<file path="src/rtl/pipeline_control_unit_pkg.sv">
// Shared types for the LC-3b pipeline stall/flush sequencer.
//   lc3b_reg            : 3-bit register specifier
//   lc3b_pipe_ctl_state : sequencer FSM states
//   pipe_ctl_t          : bundle of per-stage load/flush controls
package pipeline_control_unit_pkg;

  typedef logic [2:0] lc3b_reg;

  typedef enum logic [1:0] {
    RUN       = 2'd0,
    LU_BUBBLE = 2'd1,
    DWAIT     = 2'd2
  } lc3b_pipe_ctl_state;

  typedef struct packed {
    logic load_pc;
    logic load_if_de;
    logic load_de_ex;
    logic load_ex_mem;
    logic load_mem_wb;
    logic flush_if_de;
    logic flush_de_ex;
    logic flush_ex_mem;
    logic flush_mem_wb;
  } pipe_ctl_t;

  localparam pipe_ctl_t CTL_IDLE     = 9'b00000_0000;
  localparam pipe_ctl_t CTL_NORMAL   = 9'b11111_0000;
  // Upper stages and PC hold; the MEM instruction is retired as a NOP into WB.
  localparam pipe_ctl_t CTL_FREEZE   = 9'b00001_0001;
  localparam pipe_ctl_t CTL_REDIRECT = 9'b11111_1110;
  localparam pipe_ctl_t CTL_LOAD_USE = 9'b00111_0100;
  localparam pipe_ctl_t CTL_IMISS    = 9'b01111_1000;

  // Source operand depends on the EX destination. R0 is a real register,
  // so no special case for register 0.
  function automatic logic reg_dep(lc3b_reg dr, lc3b_reg src, logic uses);
    return uses && (dr == src);
  endfunction

endpackage

</file>
<file path="src/rtl/pipeline_control_unit_if.sv">
// Handshake/control bundle between the pipeline sequencer (master) and the
// datapath / caches (slave).
//   inputs to master : cache responses, hazard operands, branch resolution
//   outputs of master: fetch request, stage load/flush enables, perf counters
interface pipeline_control_unit_if #(
  parameter int CNT_WIDTH = 16
);
  import pipeline_control_unit_pkg::*;

  logic                 i_mem_resp;
  logic                 d_mem_req;
  logic                 d_mem_resp;
  logic                 de_ex_mem_read;
  lc3b_reg              de_ex_dr;
  lc3b_reg              if_de_rs;
  lc3b_reg              if_de_rt;
  logic                 if_de_uses_rs;
  logic                 if_de_uses_rt;
  logic                 branch_taken;

  logic                 i_mem_read;
  logic                 load_pc;
  logic                 load_if_de;
  logic                 load_de_ex;
  logic                 load_ex_mem;
  logic                 load_mem_wb;
  logic                 flush_if_de;
  logic                 flush_de_ex;
  logic                 flush_ex_mem;
  logic                 flush_mem_wb;
  logic [CNT_WIDTH-1:0] stall_cycles;
  logic [CNT_WIDTH-1:0] flush_count;

  modport master (
    input  i_mem_resp, d_mem_req, d_mem_resp, de_ex_mem_read, de_ex_dr,
           if_de_rs, if_de_rt, if_de_uses_rs, if_de_uses_rt, branch_taken,
    output i_mem_read, load_pc, load_if_de, load_de_ex, load_ex_mem,
           load_mem_wb, flush_if_de, flush_de_ex, flush_ex_mem, flush_mem_wb,
           stall_cycles, flush_count
  );

  modport slave (
    output i_mem_resp, d_mem_req, d_mem_resp, de_ex_mem_read, de_ex_dr,
           if_de_rs, if_de_rt, if_de_uses_rs, if_de_uses_rt, branch_taken,
    input  i_mem_read, load_pc, load_if_de, load_de_ex, load_ex_mem,
           load_mem_wb, flush_if_de, flush_de_ex, flush_ex_mem, flush_mem_wb,
           stall_cycles, flush_count
  );

endinterface

</file>
<file path="src/rtl/pipeline_control_unit_sat_counter.sv">
// Saturating up-counter: increments on inc, holds at all-ones.
//   clk, reset (async, active-high), inc -> count[WIDTH-1:0]
module sat_counter #(
  parameter int WIDTH = 16
) (
  input  logic             clk,
  input  logic             reset,
  input  logic             inc,
  output logic [WIDTH-1:0] count
);

  logic [WIDTH-1:0] count_q;
  logic [WIDTH-1:0] count_d;

  always_comb begin
    count_d = count_q;
    if (inc && (count_q != '1)) begin
      count_d = count_q + WIDTH'(1);
    end
  end

  always_ff @(posedge clk or posedge reset) begin
    if (reset) begin
      count_q <= '0;
    end else begin
      count_q <= count_d;
    end
  end

  assign count = count_q;

endmodule

</file>
<file path="src/rtl/pipeline_control_unit.sv">
// Stall/flush sequencer for the 5-stage LC-3b pipeline.
//   clk, reset (async, active-high)
//   bus (master): cache handshakes, load-use operands, branch resolution in;
//                 fetch request, stage load/flush enables, stall/flush counters out
// Stage controls are combinational so a cache response advances the pipe in
// the same cycle it arrives; only the sequencing state is registered.
//
// state     | meaning
// RUN       | normal operation, load-use hazards evaluated
// LU_BUBBLE | one load-use bubble just inserted, hazard not re-checked
// DWAIT     | D-cache access outstanding, pipe frozen
module pipeline_control_unit
  import pipeline_control_unit_pkg::*;
#(
  parameter int CNT_WIDTH = 16
) (
  input  logic                     clk,
  input  logic                     reset,
  pipeline_control_unit_if.master  bus
);

  lc3b_pipe_ctl_state state_q;
  lc3b_pipe_ctl_state state_d;
  pipe_ctl_t          ctl;
  logic               redirect;
  logic               d_miss;
  logic               lu_hazard;

  assign d_miss    = bus.d_mem_req && !bus.d_mem_resp;
  assign lu_hazard = bus.de_ex_mem_read &&
                     (reg_dep(bus.de_ex_dr, bus.if_de_rs, bus.if_de_uses_rs) ||
                      reg_dep(bus.de_ex_dr, bus.if_de_rt, bus.if_de_uses_rt));

  always_comb begin
    ctl      = CTL_IDLE;
    state_d  = RUN;
    redirect = 1'b0;
    if (reset) begin
      ctl = CTL_IDLE;
    end else if (d_miss) begin
      ctl     = CTL_FREEZE;
      state_d = DWAIT;
    end else if (bus.branch_taken && !bus.i_mem_resp) begin
      // Keep PC stable until the outstanding fetch completes.
      ctl = CTL_FREEZE;
    end else if (bus.branch_taken) begin
      ctl      = CTL_REDIRECT;
      redirect = 1'b1;
    end else if ((state_q == RUN) && lu_hazard) begin
      ctl     = CTL_LOAD_USE;
      state_d = LU_BUBBLE;
    end else if (!bus.i_mem_resp) begin
      ctl = CTL_IMISS;
    end else begin
      ctl = CTL_NORMAL;
    end
  end

  always_ff @(posedge clk or posedge reset) begin
    if (reset) begin
      state_q <= RUN;
    end else begin
      state_q <= state_d;
    end
  end

  assign bus.i_mem_read   = !reset;
  assign bus.load_pc      = ctl.load_pc;
  assign bus.load_if_de   = ctl.load_if_de;
  assign bus.load_de_ex   = ctl.load_de_ex;
  assign bus.load_ex_mem  = ctl.load_ex_mem;
  assign bus.load_mem_wb  = ctl.load_mem_wb;
  assign bus.flush_if_de  = ctl.flush_if_de;
  assign bus.flush_de_ex  = ctl.flush_de_ex;
  assign bus.flush_ex_mem = ctl.flush_ex_mem;
  assign bus.flush_mem_wb = ctl.flush_mem_wb;

  sat_counter #(.WIDTH(CNT_WIDTH)) u_stall_cnt (
    .clk   (clk),
    .reset (reset),
    .inc   (!ctl.load_pc && !reset),
    .count (bus.stall_cycles)
  );

  sat_counter #(.WIDTH(CNT_WIDTH)) u_flush_cnt (
    .clk   (clk),
    .reset (reset),
    .inc   (redirect),
    .count (bus.flush_count)
  );

endmodule

</file>
<file path="src/flat_wrapper.sv">
// flat-port wrapper written by rule: the top's interface ports become plain ports
module pipeline_control_unit_flat import pipeline_control_unit_pkg::*;
#(
  parameter int CNT_WIDTH = 16
)
  (clk, reset, bus_i_mem_resp, bus_d_mem_req, bus_d_mem_resp, bus_de_ex_mem_read, bus_de_ex_dr, bus_if_de_rs, bus_if_de_rt, bus_if_de_uses_rs, bus_if_de_uses_rt, bus_branch_taken, bus_i_mem_read, bus_load_pc, bus_load_if_de, bus_load_de_ex, bus_load_ex_mem, bus_load_mem_wb, bus_flush_if_de, bus_flush_de_ex, bus_flush_ex_mem, bus_flush_mem_wb, bus_stall_cycles, bus_flush_count);
  pipeline_control_unit_if #(.CNT_WIDTH(CNT_WIDTH)) bus_i ();
  input  logic clk;
  input  logic reset;
  input wire logic [$bits(bus_i.i_mem_resp)-1:0] bus_i_mem_resp;
  input wire logic [$bits(bus_i.d_mem_req)-1:0] bus_d_mem_req;
  input wire logic [$bits(bus_i.d_mem_resp)-1:0] bus_d_mem_resp;
  input wire logic [$bits(bus_i.de_ex_mem_read)-1:0] bus_de_ex_mem_read;
  input wire logic [$bits(bus_i.de_ex_dr)-1:0] bus_de_ex_dr;
  input wire logic [$bits(bus_i.if_de_rs)-1:0] bus_if_de_rs;
  input wire logic [$bits(bus_i.if_de_rt)-1:0] bus_if_de_rt;
  input wire logic [$bits(bus_i.if_de_uses_rs)-1:0] bus_if_de_uses_rs;
  input wire logic [$bits(bus_i.if_de_uses_rt)-1:0] bus_if_de_uses_rt;
  input wire logic [$bits(bus_i.branch_taken)-1:0] bus_branch_taken;
  output wire logic [$bits(bus_i.i_mem_read)-1:0] bus_i_mem_read;
  output wire logic [$bits(bus_i.load_pc)-1:0] bus_load_pc;
  output wire logic [$bits(bus_i.load_if_de)-1:0] bus_load_if_de;
  output wire logic [$bits(bus_i.load_de_ex)-1:0] bus_load_de_ex;
  output wire logic [$bits(bus_i.load_ex_mem)-1:0] bus_load_ex_mem;
  output wire logic [$bits(bus_i.load_mem_wb)-1:0] bus_load_mem_wb;
  output wire logic [$bits(bus_i.flush_if_de)-1:0] bus_flush_if_de;
  output wire logic [$bits(bus_i.flush_de_ex)-1:0] bus_flush_de_ex;
  output wire logic [$bits(bus_i.flush_ex_mem)-1:0] bus_flush_ex_mem;
  output wire logic [$bits(bus_i.flush_mem_wb)-1:0] bus_flush_mem_wb;
  output wire logic [$bits(bus_i.stall_cycles)-1:0] bus_stall_cycles;
  output wire logic [$bits(bus_i.flush_count)-1:0] bus_flush_count;
  assign bus_i.i_mem_resp = bus_i_mem_resp;
  assign bus_i.d_mem_req = bus_d_mem_req;
  assign bus_i.d_mem_resp = bus_d_mem_resp;
  assign bus_i.de_ex_mem_read = bus_de_ex_mem_read;
  assign bus_i.de_ex_dr = bus_de_ex_dr;
  assign bus_i.if_de_rs = bus_if_de_rs;
  assign bus_i.if_de_rt = bus_if_de_rt;
  assign bus_i.if_de_uses_rs = bus_if_de_uses_rs;
  assign bus_i.if_de_uses_rt = bus_if_de_uses_rt;
  assign bus_i.branch_taken = bus_branch_taken;
  assign bus_i_mem_read = bus_i.i_mem_read;
  assign bus_load_pc = bus_i.load_pc;
  assign bus_load_if_de = bus_i.load_if_de;
  assign bus_load_de_ex = bus_i.load_de_ex;
  assign bus_load_ex_mem = bus_i.load_ex_mem;
  assign bus_load_mem_wb = bus_i.load_mem_wb;
  assign bus_flush_if_de = bus_i.flush_if_de;
  assign bus_flush_de_ex = bus_i.flush_de_ex;
  assign bus_flush_ex_mem = bus_i.flush_ex_mem;
  assign bus_flush_mem_wb = bus_i.flush_mem_wb;
  assign bus_stall_cycles = bus_i.stall_cycles;
  assign bus_flush_count = bus_i.flush_count;
  pipeline_control_unit #(.CNT_WIDTH(CNT_WIDTH)) u_core (.clk(clk), .reset(reset), .bus(bus_i));
endmodule
</file>
<file path="config.mk">
export PLATFORM = sky130hd
export DESIGN_NAME = pipeline_control_unit_flat
export DESIGN_NICKNAME = d
export VERILOG_FILES = /design/src/rtl/pipeline_control_unit_pkg.sv /design/src/rtl/pipeline_control_unit_if.sv /design/src/rtl/pipeline_control_unit_sat_counter.sv /design/src/rtl/pipeline_control_unit.sv /design/src/flat_wrapper.sv
export SDC_FILE = /design/constraint.sdc
export NUM_CORES = 1
export LEC_CHECK = 0
export CAP_MARGIN = 40
export CORE_MARGIN = 2
export CORE_UTILIZATION = 45
export CTS_BUF_LIST = sky130_fd_sc_hd__clkbuf_8
export CTS_CLUSTER_DIAMETER = 40
export DETAILED_ROUTE_END_ITERATION = 7
export DONT_BUFFER_PORTS = 1
export GPL_ROUTABILITY_DRIVEN = 0
export PLACE_DENSITY = 0.6
export SLEW_MARGIN = 20
export SYNTH_ARGS = -nofsm -noshare
export SYNTH_HDL_FRONTEND = slang
export SYNTH_HIERARCHICAL = 1
export SYNTH_SLANG_ARGS = --single-unit
</file>
<file path="constraint.sdc">
create_clock -name clk -period 5.4 [get_ports clk]
set_input_delay 0.27 -clock clk [delete_from_list [all_inputs] [get_ports clk]]
set_output_delay 0.27 -clock clk [all_outputs]
set_load 0.005 [all_outputs]
</file>
Word-level counts from Yosys, hierarchy flattened
Cells that the tools add are included.
Operators by class
  $add $sub $neg: 2
  multipliers: 0
  div/mod/pow operators: 0
  $lt $le $gt $ge: 0
  equality and inequality tests: 4
  shifts and indexed selects: 0
  multiplexer cells: 15
  bitwise gates (word level): 0
  reductions and logical operators: 15
Operators with widths (count)
  9-bit 2-to-1 mux: 6
  16-bit by 1-bit adder with 16-bit output (second input constant): 2
  16-bit != test (second input constant): 2
  1-bit logical AND: 9
  2-bit 2-to-1 mux: 4
  3-bit == test: 2
  1-bit 2-to-1 mux: 5
  1-bit zero test: 4
  2-bit zero test: 1
  1-bit logical OR: 1
Storage, ports and cells
  register bits after elaboration: 34
  latch bits: 0
  memory bits (writable): 0
  ROM bits: 0
  input port bits: 18
  output and inout port bits: 42
  word-level logic and storage cells: 39
  memories kept: 0

Longest topological paths before layout
Gate-level depths: netlist of the first run.
  depth in word-level cells: 13
  depth in mapped cells: 8
  gate-level depth less buffers: 8

Hierarchy
The synthesis of the first run kept the hierarchy.
Modules (own cells, without submodules)
  sat_counter: instances 2, cells each 71, area each 805.8 µm²
  pipeline_control_unit: instances 1, cells each 32, area each 259.0 µm²

Worst setup path after synthesis of the first run
Ideal clock, no wire load.
  path kind: reg2reg
  from: register u_core.state_q[1]
  to: register u_core.u_stall_cnt.count_q[14], in the netlist u_core/u_stall_cnt/count[14]
  arrival: 2065 ps
  data required time: 5275 ps
  path slack: 3211 ps
  cell stages (with the launch flop): 8
  path buffers: 0
  path through: dfrtp_1 > or4b_4 > a21oi_4 > o21a_1 > and4_1 > nand3_1 > nor2_1 > mux2_2
On the way
  word-level cells in the longest chain between the ends: 10
RTL lines
  start: declaration: RTL line pipeline_control_unit.sv:22  | lc3b_pipe_ctl_state state_q;
  start signal: assignment: RTL line pipeline_control_unit.sv:63  | state_q <= state_d;
  2-bit zero test: RTL line pipeline_control_unit.sv:49  | end else if ((state_q == RUN) && lu_hazard) begin
  1-bit logical AND: RTL line pipeline_control_unit.sv:49
  9-bit 2-to-1 mux: RTL line pipeline_control_unit.sv:49
  9-bit 2-to-1 mux: RTL line pipeline_control_unit.sv:46  | end else if (bus.branch_taken) begin
  9-bit 2-to-1 mux: RTL line pipeline_control_unit.sv:43  | end else if (bus.branch_taken && !bus.i_mem_resp) begin
  9-bit 2-to-1 mux: RTL line pipeline_control_unit.sv:40  | end else if (d_miss) begin
  9-bit 2-to-1 mux: RTL line pipeline_control_unit.sv:38  | if (reset) begin
  1-bit zero test: RTL line pipeline_control_unit.sv:81  | .inc (!ctl.load_pc && !reset),
  1-bit logical AND: RTL line pipeline_control_unit.sv:81
  1-bit logical AND: RTL line pipeline_control_unit_sat_counter.sv:17  | if (inc && (count_q != '1)) begin
  end signal: assignment: RTL line pipeline_control_unit_sat_counter.sv:26  | count_q <= count_d;
  end: declaration: RTL line pipeline_control_unit_sat_counter.sv:12  | logic [WIDTH-1:0] count_q;
Every way passes these cells.
A chain may end at the register's enable or synchronous reset.

Worst setup path in the final report of the first run
Ends and elaborated chain as after synthesis.

==> metrics.md, run 1 <==
| Metric | Value |
|---|---|
| Clock group share of total power | `0.382` |
| H-tree depth | `2` |
| First-pass GRT wire length | `5747 um` |
| CTS tree | `yes` |
| Initial DRC count | `91` |
| P_int | `527.7 uW` |
| Filler instances | `370` |
| # port buffers | `0` |
| # nets final | `200` |
| Wire per inst | `15.59 um` |
| FMAX | `417.1 MHz` |
| Worst hold slack | `about 0.047 ns` |
| Fin. max-slew vios | `0` |
| Leak Pwr | `0.9325 nW` |
| Total Die Area | `0.004688 mm^2` |
| Buf/Inv on CP | `0` |
| Post-synthesis simple-gate area fraction | `0.3117` |
| Mapped Area | `0.001871 mm^2` |
| Min Tclk post-route | `2.398 ns` |
| Total GRT Usage | `0.1667` |
| Synth area leaders | `dfrtp_1 45%, xnor2_1 13%, nand3_1 3.7%` |
| Worst R2R Path Depth | `7` |
| Area occupied by multi-input gates | `989.7 um^2` |
| Post-synthesis mux area share | `0.03478` |
| Die Wd | `about 68 um` |
| Top-area cell type share of the netlist area | `0.4548` |
| Max-Cap Viols | `0` |
| Routed vias | `about 1,300` |
| Synth Area per Inst | `10.75 um^2` |
| Netlist cell types | `28` |
| Seq pwr share | `0.483` |
| Hold Startpoint | `reset` |
| Max stage delay on crit path | `0.54 ns` |
| Crit path kind | `reg2reg` |
| WP data arrival | `2.56 ns` |
| Post-Syn Instances | `174` |
| Hold buffers post-CTS | `1` |
| Clock Tree Root | `clkbuf_8` |
| Worst slew pin tran | `slightly above 0.6 ns` |
| Startpoint types | `flop` |
| Pin count of the biggest net entering global routing | `17` |
| Met2 wire length | `1840 um` |
| WL met3 | `approximately 280 um` |
| Sw Share | `0.2869` |
| Vias per Instance | `5.719` |
| Logic gate share of total power | `0.135` |
| Hold Vio Cnt, Final | `0` |
| Hold Path End | `u_core/state_q[1]$_DFF_PP0_` |
| CTS Sinks | `34` |
| Initial antenna violation count | `0` |
| Setup TNS | `0 ns` |
| Compound-cell area share of the yosys netlist | `0.03813` |
| RR Endpoint | `u_core/u_stall_cnt/count[14]$_DFFE_PP0P_` |
| Post-CTS setup buffers | `0` |
| Seq/Total Area, Yosys | `0.4548` |
| Cell-by-cell listing of the critical path | `or4b_4, a21oi_4, o21a_1, and4_1, nand3_1, nor2_1, mux2_2` |
| Layout area overhead | `10.43%` |
| DRC violations left | `0` |
| Starting density of the core | `0.4676` |
| Worst Skew | `roughly 0.010 ns` |
| Worst-path clk slew | `0.07 ns` |
| Final wirelength | `about 3600 um` |
| Metal1 wirelength | `1446 um` |
| Worst Hold Depth | `1` |
| Reg2Reg Launch Point | `u_core/state_q[1]$_DFF_PP0_` |
| TritonRoute pass-1 iters | `4` |
| Diodes inserted | `0` |
| Flop2flop setup slack | `3.00 ns` |
| Post-Synth Adder-Cell Area | `0.01338` |
| #FFs+latches synth | `34` |
| Share of layout cells above drive strength 1 | `0.1492` |
| Die height | `between 60 and 70 um` |
| Pwr dens | `358.3 mW/mm^2` |
| Hold Crit Class | `in2reg` |
| I/O pins | `60` |
| Xor/xnor cell area share of the yosys netlist | `0.1311` |
| Max layer used | `met4` |
| Core Area | `0.004000 mm^2` |
| Status | `finished clean` |
| Critical path's slowest cell | `or4b_4` |
| Largest family of logic cells by synthesized area | `simple AND/OR/NAND/NOR gates` |
| Number of gates resized after cts | `0` |
| Syn Nets | `just under 200` |
| # rows | `23` |
| Worst-path fanout max | `6` |
| Number of global-route vias before repair | `1,279` |
| DP HPWL | `around 2700 um` |
| ANT nets after route | `0` |
| Slew HR | `0.5885` |
| Psw | `between 200 and 250 uW` |
| TritonCTS Buffers | `5` |
| Remaining Overflow, GRT | `0` |
| Max VDD drop | `174.2 uV` |
| RSZ-0062 raised after global routing | `false` |
| Clock buffer depth | `2` |
| Family with the most delay on the worst path | `simple AND/OR/NAND/NOR gates` |
| Yosys warns | `6` |
| Register area | `850.8 um^2` |
| Post-synth top area cell | `dfrtp_1` |
| Req. time, crit path | `5.57 ns` |
| Crit end category | `flop` |
| Setup violators final | `0` |
| Final period util | `0.4440` |
| Worst-Skew Late Latency | `0.29 ns` |
-- layout by cell type, fill, tap and decap left out, types with 2 or more instances in the layout --
| master | count |
|---|---|
| o21a_1 | 3 |
| clkbuf_8 | 5 |
| dfrtp_1 | 34 |
| nand4_4 | 2 |
| nor2_1 | 9 |
| nand4_1 | 11 |
| nand2_1 | 15 |
| mux2_2 | 4 |
| and3_2 | 2 |
| mux2i_1 | 2 |
| ha_1 | 2 |
| nand3_1 | 14 |
| and4_2 | 2 |
| xnor2_1 | 28 |
| nand4_2 | 3 |
| a21oi_1 | 5 |
| bufinv_16 | 2 |
| and4_1 | 6 |
| inv_1 | 4 |
| nand2_2 | 2 |
| nand2b_1 | 4 |
| and3_1 | 9 |
| and2_1 | 4 |
| nor4_4 | 2 |
-- layout make-up --
type                       instances  area share
clock inverter                     3     0.03331
tap                               50     0.03028
inverter                           4    0.007268
sequential                        34      0.4119
multi-input combinational        134      0.4791
timing repair buffer               1    0.004846
clock buffer                       5     0.03331
-- sequential cells by signal, summed over array words and instances, names as in the netlist --
name / count
u_core/u_flush_cnt/count: 16
u_core/u_stall_cnt/count: 16
u_core/state_q: 2
-- cells by family after synthesis --
kind of cell	count (synthesis)
compound gates	10
xor+xnor	28
fa+ha+maj	2
buf+inv	6
flops	34
mux	6
simple gates	88
-- power groups by stage --
stage	logic [mW]	registers, mW	clock network, mW
global placement	0.0961	0.362	0
CTS	0.101	0.359	0.291
detailed placement	0.100	0.363	0
global route	0.112	0.369	0.303
finish	0.100	0.358	0.282
floorplan	0.0863	0.347	0
-- metrics by stage --
stage          total power [mW]  utilization  cells  instance area, um^2  setup slack [ns]
5_1_grt                  0.7845       0.5164    231                 2066             2.863
3_5_place_dp             0.4636       0.4795    222                 1918             3.038
4_1_cts                  0.7517       0.5164    231                 2066             2.994
6_report                 0.7401       0.5164    231                 2066             3.002
2_1_floorplan            0.4336            -    174                 1871             3.211
3_3_place_gp             0.4586       0.4795    222                 1918             3.108
-- synthesized netlist by cell type --
cell,instances
nor2_1,9
nor4_4,2
a21oi_4,1
mux2_2,4
and4_2,2
nand2_1,15
nand4_4,2
mux2i_1,2
nor3_1,1
dfrtp_1,34
ha_1,2
and4_1,6
or4b_4,1
xnor2_1,28
and3_2,2
a21o_1,1
nand2_2,2
inv_1,4
nor2b_1,1
nand4_1,11
nand3_1,14
and3_1,9
a21oi_1,5
nand4_2,3
nand2b_1,4
and2_1,4
o21a_1,3
buf_4,2
-- layer usage --
layer / global-route usage / up-vias
met2: 0.2897 / 44
met3: 0.06579 / 5
met1: 0.1853 / 637
li1: - / 635
met5: 0 / -
met4: 0.05250 / 0
-- worst max path at each step --
stage / slack [ns] / startpoint / cells after the start / end
2_1_floorplan: 3.21 / u_core/state_q[1]$_DFF_PP0_ / 7 / u_core/u_stall_cnt/count[14]$_DFFE_PP0P_
3_3_place_gp: 3.11 / u_core/state_q[1]$_DFF_PP0_ / 7 / u_core/u_stall_cnt/count[14]$_DFFE_PP0P_
3_5_place_dp: 3.04 / u_core/state_q[1]$_DFF_PP0_ / 7 / u_core/u_stall_cnt/count[14]$_DFFE_PP0P_
4_1_cts: 2.99 / reset / 8 / u_core/u_flush_cnt/count[14]$_DFFE_PP0P_
5_1_grt: 2.86 / reset / 8 / u_core/u_flush_cnt/count[14]$_DFFE_PP0P_
6_report: 3.00 / u_core/state_q[1]$_DFF_PP0_ / 7 / u_core/u_stall_cnt/count[14]$_DFFE_PP0P_
(Power assumes the default switching activity.)
==> run 2, diff against run 1 <==
--- a/config.mk
+++ b/config.mk
@@ -13,7 +13,7 @@
 export DETAILED_ROUTE_END_ITERATION = 7
 export DONT_BUFFER_PORTS = 1
 export GPL_ROUTABILITY_DRIVEN = 0
-export PLACE_DENSITY = 0.6
+export PLACE_DENSITY = 0.62
 export SLEW_MARGIN = 20
 export SYNTH_ARGS = -nofsm -noshare
 export SYNTH_HDL_FRONTEND = slang
==> constraint.sdc (replaced) <==
create_clock -name clk -period 2 [get_ports clk]
set_input_delay 0.1 -clock clk [delete_from_list [all_inputs] [get_ports clk]]
set_output_delay 0.1 -clock clk [all_outputs]
set_load 0.005 [all_outputs]
==> run 2 against run 1 <==
Effect of this change:
- the flow now finishes with violations (setup timing)
- clock-buffer cell count up 1
- wire length up 13%
- sequential power rose to 2.8 times the previous value
- critical path depth up 1
- maximum frequency up 16%
- highest routed layer unchanged
- clock skew down 0.0015 ns
- sequential share of layout area down 2.4 points
- die area unchanged
==> metrics.md, run 2 (synthesis gave the netlist of run 1 again) <==
| Metric | Value |
|---|---|
| Die height | `68.47 um (unchanged)` |
| Slew HR | `0.5641 (was 0.5885)` |
| Worst Skew | `0.008523 ns (was 0.009998 ns)` |
| Max-Cap Viols | `0 (unchanged)` |
| Violated checks | `setup timing` |
| CTS tree | `yes (unchanged)` |
| Initial DRC count | `54 (was 91)` |
| H-tree depth | `2 (unchanged)` |
| Setup violators final | `6 (was 0)` |
| CTS Sinks | `34 (unchanged)` |
| Die Wd | `68.47 um (unchanged)` |
| Hold Startpoint | `bus_d_mem_resp (was reset)` |
| Diodes inserted | `0 (unchanged)` |
| WP data arrival | `2.25 ns (was 2.56 ns)` |
| RSZ-0062 raised after global routing | `true (was false)` |
| RR Endpoint | `u_core/u_stall_cnt/count[10]$_DFFE_PP0P_ (was u_core/u_stall_cnt/count[14]$_DFFE_PP0P_)` |
| Vias per Instance | `5.634 (was 5.719)` |
| Total GRT Usage | `0.1847 (was 0.1667)` |
| Final period util | `1.038 (was 0.4440)` |
| Layout area overhead | `17.26% (was 10.43%)` |
| Total Die Area | `0.004688 mm^2 (unchanged)` |
| Pwr dens | `838.3 mW/mm^2 (was 358.3 mW/mm^2)` |
| # port buffers | `0 (unchanged)` |
| I/O pins | `60 (unchanged)` |
| ANT nets after route | `0 (unchanged)` |
| Placed insts | `227 (was 222)` |
| Worst-path clk slew | `0.07 ns (about the same)` |
| Setup WS post-layout | `-0.07520 ns (was 3.002 ns)` |
| Max VDD drop | `747.7 uV (was 174.2 uV)` |
| Status | `complete, but fails checks (was finished clean)` |
| Startpoint types | `flop (unchanged)` |
| Flop2flop setup slack | `-0.08 ns (was 3.00 ns)` |
| Req. time, crit path | `2.18 ns (was 5.57 ns)` |
| DP HPWL | `2950 um (was 2678 um)` |
| Share of layout cells above drive strength 1 | `0.2591 (was 0.1492)` |
| Hold Crit Class | `in2reg (unchanged)` |
| Most frequent cells in the layout | `34 x dfrtp_1, 27 x xnor2_1, 14 x nand2_1 (was 34 x dfrtp_1, 28 x xnor2_1, 15 x nand2_1)` |
| Initial antenna violation count | `0 (unchanged)` |
| Crit end category | `flop (unchanged)` |
| Final wirelength | `4052 um (was 3601 um)` |
| Reg2Reg Launch Point | `u_core/state_q[0]$_DFF_PP0_ (was u_core/state_q[1]$_DFF_PP0_)` |
| Clock buffer depth | `2 (unchanged)` |
| Fin. max-slew vios | `0 (unchanged)` |
| FMAX | `481.9 MHz (was 417.1 MHz)` |
| Hold Vio Cnt, Final | `0 (unchanged)` |
| Starting density of the core | `0.4676 (unchanged)` |
| Worst R2R Path Depth | `8 (was 7)` |
| Routed vias | `1,369 (was 1,321)` |
| Total power | `1.839 mW (was 740.1 uW)` |
| Hold Path End | `u_core/state_q[1]$_DFF_PP0_ (unchanged)` |
| Finished Layout Cells | `243 (was 231)` |
| Pin count of the biggest net entering global routing | `17 (unchanged)` |
| DRC violations left | `0 (unchanged)` |
| First-pass GRT wire length | `6279 um (was 5747 um)` |
| Worst-Skew Late Latency | `0.29 ns (about the same)` |
| Worst Hold Depth | `2 (was 1)` |
| Number of global-route vias before repair | `1,379 (was 1,279)` |
| Worst-path fanout max | `3 (was 6)` |
| Leak Pwr | `0.9873 nW (was 0.9325 nW)` |
| TritonCTS Buffers | `5 (unchanged)` |
| Core Area | `0.004000 mm^2 (unchanged)` |
| # rows | `23 (unchanged)` |
| Most common cell after layout, fill and taps aside | `dfrtp_1 (unchanged)` |
| Clock Tree Root | `clkbuf_8 (unchanged)` |
| Remaining Overflow, GRT | `0 (unchanged)` |
| Worst slew pin tran | `0.6532 ns (was 0.6166 ns)` |
| Wire per inst | `16.67 um (was 15.59 um)` |
| Crit path kind | `reg2reg (unchanged)` |
| # nets final | `212 (was 200)` |
| Min Tclk post-route | `2.075 ns (was 2.398 ns)` |
| TritonRoute pass-1 iters | `4 (unchanged)` |
| Final core occ | `0.5483 (was 0.5164)` |
-- run 2: cell types whose count changed in the layout (fill, tap and decap cells not counted), moves of 2 or more --
cell and delta:
and2_1 -2, and2_4 +2, buf_4 +8, buf_6 +3, bufinv_16 -2, nand3_1 -3, nand3_2 +2, nor2_1 -3
nor2_4 +2
-- run 2: worst max-delay path, stage by stage, from the launching register on --
cell     delay [ns]
dfrtp_1        0.36
or4b_4         0.52
a21oi_4        0.13
o21a_1         0.21
and4_4         0.26
buf_6          0.10
and2_4         0.13
nand4_1        0.10
xnor2_1        0.15
-- run 2: layout make-up --
| cell class | instances | area [um^2] |
|---|---|---|
| clock buffers | 6 | 82.58 |
| clock inverters | 2 | 12.51 |
| fillers | 351 | 1807 |
| inverters | 4 | 15.01 |
| multi-input cells | 134 | 1056 |
| flip-flops and latches | 34 | 850.8 |
| well taps | 50 | 62.56 |
| repair buffers | 13 | 113.9 |
-- run 2: repair_timing --
| item | CTS | global route |
|---|---|---|
| pin swaps | 3 | 9 |
| hold buffers | 2 | 0 |
| gates resized for setup | 3 | 12 |
| buffers inserted | 4 | 2 |
| gates cloned | 0 | 0 |
| endpoints found under the hold margin | 35 | 0 |
| setup endpoints to repair | 3 | 17 |
-- run 2: worst max-delay path by stage --
stage                                      startpoint                                       end  slack [ns]  cells after the start
after global placement    u_core/state_q[0]$_DFF_PP0_  u_core/u_stall_cnt/count[14]$_DFFE_PP0P_       -0.02                      7
after floorplan           u_core/state_q[0]$_DFF_PP0_  u_core/u_stall_cnt/count[14]$_DFFE_PP0P_       -0.09                      7
after global routing      u_core/state_q[0]$_DFF_PP0_  u_core/u_stall_cnt/count[13]$_DFFE_PP0P_       -0.14                      7
final                     u_core/state_q[0]$_DFF_PP0_  u_core/u_stall_cnt/count[10]$_DFFE_PP0P_       -0.08                      8
after CTS                 u_core/state_q[0]$_DFF_PP0_  u_core/u_stall_cnt/count[10]$_DFFE_PP0P_       -0.08                      8
after detailed placement  u_core/state_q[0]$_DFF_PP0_  u_core/u_stall_cnt/count[14]$_DFFE_PP0P_       -0.07                      7
-- run 2: layer usage --
layer | track usage | up-vias | share of wire
met1 | 0.1956 | 675 | 0.37
met5 | 0 | - | 0
li1 | - | 656 | -
met2 | 0.3305 | 29 | 0.55
met3 | 0.05921 | 9 | 0.059
met4 | 0.08250 | 0 | 0.019
-- run 2: per-stage QoR --
| step | worst slack (ns) | hold slack (ns) | TNS (ns) | area, um^2 |
|---|---|---|---|---|
| floorplan | -0.08899 | -0.1195 | -0.08899 | 1884 |
| global placement | -0.02052 | -0.04228 | -0.02052 | 1969 |
| detailed placement | -0.07091 | -0.03775 | -0.1331 | 1969 |
| CTS | -0.07638 | 0.02873 | -0.3124 | 2130 |
| global route | -0.1416 | 0.08279 | -0.8794 | 2193 |
| finish | -0.07520 | 0.06439 | -0.2750 | 2193 |
-- run 2: power by group --
part           internal [mW]  leakage (nW)  total [mW]  switching (mW)
Sequential             0.791         0.456       0.988           0.197
Combinational          0.164         0.484       0.315           0.151
Clock                  0.277        0.0472       0.536           0.259
==> run 3, diff against run 2 <==
--- a/config.mk
+++ b/config.mk
@@ -13,7 +13,7 @@
 export DETAILED_ROUTE_END_ITERATION = 7
 export DONT_BUFFER_PORTS = 1
 export GPL_ROUTABILITY_DRIVEN = 0
-export PLACE_DENSITY = 0.62
+export PLACE_DENSITY = 0.6
 export SLEW_MARGIN = 20
 export SYNTH_ARGS = -nofsm -noshare
 export SYNTH_HDL_FRONTEND = slang
==> constraint.sdc (replaced) <==
create_clock -name clk -period 2.2 [get_ports clk]
set_input_delay 0.11 -clock clk [delete_from_list [all_inputs] [get_ports clk]]
set_output_delay 0.11 -clock clk [all_outputs]
set_load 0.005 [all_outputs]
==> run 3 against run 2 <==
Effect of this change:
- the run now ends clean
- via count fell by 0.51%
- wire length fell by 9.8%
- core utilization fell by 3.7 points
- maximum frequency fell by 3.2%
- register-to-register slack improved by 0.13 ns
- total power fell by 15%
- cell count fell by 3.7%
- combinational power fell by 18%
- setup slack improved by 0.13 ns
- first-iteration DRC count fell by 26%
- global-route usage fell by 1.5 points
- critical endpoint is now u_core/u_stall_cnt/count[14]$_DFFE_PP0P_
- largest cell class unchanged
==> metrics.md, run 3 (synthesis gave the netlist of run 1 again) <==
| Metric | Value |
|---|---|
| Status | `finished clean (was complete, but fails checks)` |
| Hold Path End | `u_core/state_q[1]$_DFF_PP0_ (unchanged)` |
| Flop2flop setup slack | `0.06 ns (was -0.08 ns)` |
| Setup violators final | `0 (was 6)` |
| Total GRT Usage | `0.1694 (was 0.1847)` |
| RR Endpoint | `u_core/u_stall_cnt/count[14]$_DFFE_PP0P_ (was u_core/u_stall_cnt/count[10]$_DFFE_PP0P_)` |
| Startpoint types | `flop (unchanged)` |
| Pre-CTS setup slack | `0.05458 ns (was -0.07091 ns)` |
| Core Area | `0.004000 mm^2 (unchanged)` |
| Post-CTS setup buffers | `0 (was 4)` |
| Most common cell after layout, fill and taps aside | `dfrtp_1 (unchanged)` |
| TritonCTS Buffers | `5 (unchanged)` |
| Worst Hold Depth | `2 (unchanged)` |
| Finished Layout Cells | `234 (was 243)` |
| Fin. max-slew vios | `0 (unchanged)` |
| WP data arrival | `2.30 ns (was 2.25 ns)` |
| Slew HR | `0.5852 (was 0.5641)` |
| H-tree depth | `2 (unchanged)` |
| # nets final | `204 (was 212)` |
| Register area | `850.8 um^2 (unchanged)` |
| Share of layout cells above drive strength 1 | `0.1793 (was 0.2591)` |
| Hold Vio Cnt, Final | `0 (unchanged)` |
| DRC violations left | `0 (unchanged)` |
| Placed insts | `226 (was 227)` |
| First-pass GRT wire length | `5844 um (was 6279 um)` |
| I/O pins | `60 (unchanged)` |
| Final period util | `0.9743 (was 1.038)` |
| Max VDD drop | `590.4 uV (was 747.7 uV)` |
| # rows | `23 (unchanged)` |
| Initial antenna violation count | `0 (unchanged)` |
| Final wirelength | `3656 um (was 4052 um)` |
| Req. time, crit path | `2.36 ns (was 2.18 ns)` |
| Leak Pwr | `0.9289 nW (was 0.9873 nW)` |
| Die height | `68.47 um (unchanged)` |
| Starting density of the core | `0.4676 (unchanged)` |
| CTS Sinks | `34 (unchanged)` |
| Final Cell Area | `0.002047 mm^2 (was 0.002193 mm^2)` |
| Area occupied by multi-input gates | `999.7 um^2 (was 0.001056 mm^2)` |
| Final core occ | `0.5117 (was 0.5483)` |
| Initial DRC count | `40 (was 54)` |
| Worst R2R Path Depth | `7 (was 8)` |
| Layout area overhead | `9.431% (was 17.26%)` |
| Max-Cap Viols | `0 (unchanged)` |
| Die Wd | `68.47 um (unchanged)` |
| Hold Startpoint | `bus_d_mem_req (was bus_d_mem_resp)` |
| Number of global-route vias before repair | `1,350 (was 1,379)` |
| FMAX | `466.5 MHz (was 481.9 MHz)` |
| Routed vias | `1,362 (was 1,369)` |
| Wire per inst | `15.62 um (was 16.67 um)` |
| Vias per Instance | `5.821 (was 5.634)` |
| Pin count of the biggest net entering global routing | `17 (unchanged)` |
| Clock Tree Root | `clkbuf_8 (unchanged)` |
| CTS tree | `yes (unchanged)` |
| Setup WS post-layout | `0.05643 ns (was -0.07520 ns)` |
| Worst slew pin tran | `0.6215 ns (was 0.6532 ns)` |
| ANT nets after route | `0 (unchanged)` |
| Reg2Reg Launch Point | `u_core/state_q[1]$_DFF_PP0_ (was u_core/state_q[0]$_DFF_PP0_)` |
| Most frequent cells in the layout | `34 x dfrtp_1, 28 x xnor2_1, 15 x nand2_1 (was 34 x dfrtp_1, 27 x xnor2_1, 14 x nand2_1)` |
| Clock buffer depth | `2 (unchanged)` |
| Crit end category | `flop (unchanged)` |
| Worst-path fanout max | `3 (unchanged)` |
| # port buffers | `0 (unchanged)` |
| Hold Crit Class | `in2reg (unchanged)` |
| Worst Skew | `0.009481 ns (was 0.008523 ns)` |
| Total Die Area | `0.004688 mm^2 (unchanged)` |
| Diodes inserted | `0 (unchanged)` |
| Placed inst area | `0.001948 mm^2 (was 0.001969 mm^2)` |
| Remaining Overflow, GRT | `0 (unchanged)` |
| DP HPWL | `2842 um (was 2950 um)` |
| Crit path kind | `reg2reg (unchanged)` |
| Pwr dens | `765.0 mW/mm^2 (was 838.3 mW/mm^2)` |
| Filler instances | `367 (was 351)` |
| Min Tclk post-route | `2.144 ns (was 2.075 ns)` |
| RSZ-0062 raised after global routing | `true (unchanged)` |
| TritonRoute pass-1 iters | `4 (unchanged)` |
| Worst-path clk slew | `0.07 ns (about the same)` |
| Total power | `1.566 mW (was 1.839 mW)` |
| Worst-Skew Late Latency | `0.28 ns (was 0.29 ns)` |
run 3: cell types whose count changed in the layout (fill, tap and decap cells not counted), moves of 2 or more:
cell / delta
buf_4: -4
buf_6: -3
nor2_1: +3
and2_1: +2
and2_4: -2
nor2_4: -2
run 3: final cells by class:
type | count | share of cell area
clock buffers | 5 | 0.03362
clock inverters | 2 | 0.004890
inverters | 4 | 0.007335
multi-input cells | 134 | 0.4884
flip-flops and latches | 34 | 0.4156
well taps | 50 | 0.03056
repair buffers | 5 | 0.01956
run 3: worst max path at each step:
stage | start | to
floorplan | u_core/state_q[1]$_DFF_PP0_ | u_core/u_stall_cnt/count[14]$_DFFE_PP0P_
detailed placement | u_core/state_q[1]$_DFF_PP0_ | u_core/u_stall_cnt/count[14]$_DFFE_PP0P_
finish | u_core/state_q[1]$_DFF_PP0_ | u_core/u_stall_cnt/count[14]$_DFFE_PP0P_
global placement | u_core/state_q[1]$_DFF_PP0_ | u_core/u_stall_cnt/count[14]$_DFFE_PP0P_
global route | u_core/state_q[1]$_DFF_PP0_ | u_core/u_stall_cnt/count[14]$_DFFE_PP0P_
CTS | u_core/state_q[1]$_DFF_PP0_ | u_core/u_stall_cnt/count[14]$_DFFE_PP0P_
run 3: routing by layer:
metal	share of wire	routed length [um]	vias up	track usage
li1	-	-	641	-
met2	0.51	1863	47	0.2957
met4	0.010	37	0	0.04500
met1	0.40	1475	670	0.1924
met3	0.077	280	4	0.06414
met5	0	0	-	0
run 3: worst max-delay path: stages, from the launching register on:
cell,delay (ns)
dfrtp_1,0.36
or4b_4,0.54
a21oi_4,0.13
o21a_1,0.19
and4_1,0.24
nand3_2,0.10
nor2_1,0.12
mux2_2,0.34
run 3: power by group:
| group | total, mW | leakage [nW] | internal [mW] | switching, mW |
|---|---|---|---|---|
| clock network | 0.422 | 0.0438 | 0.212 | 0.210 |
| logic | 0.258 | 0.429 | 0.129 | 0.129 |
| registers | 0.886 | 0.456 | 0.719 | 0.166 |
run 3: repair_timing:
action	in CTS	in global routing
hold buffers	1	0
endpoints found under the setup margin	0	5
hold endpoints to repair	35	0
resized for setup	0	3
run 3: through the flow:
stage | TNS [ns] | hold slack, ns
2_1_floorplan | 0 | -0.1095
3_3_place_gp | 0 | -0.08346
3_5_place_dp | 0 | -0.08539
4_1_cts | 0 | 0.02273
5_1_grt | -0.02350 | 0.02131
6_report | 0 | 0.03156
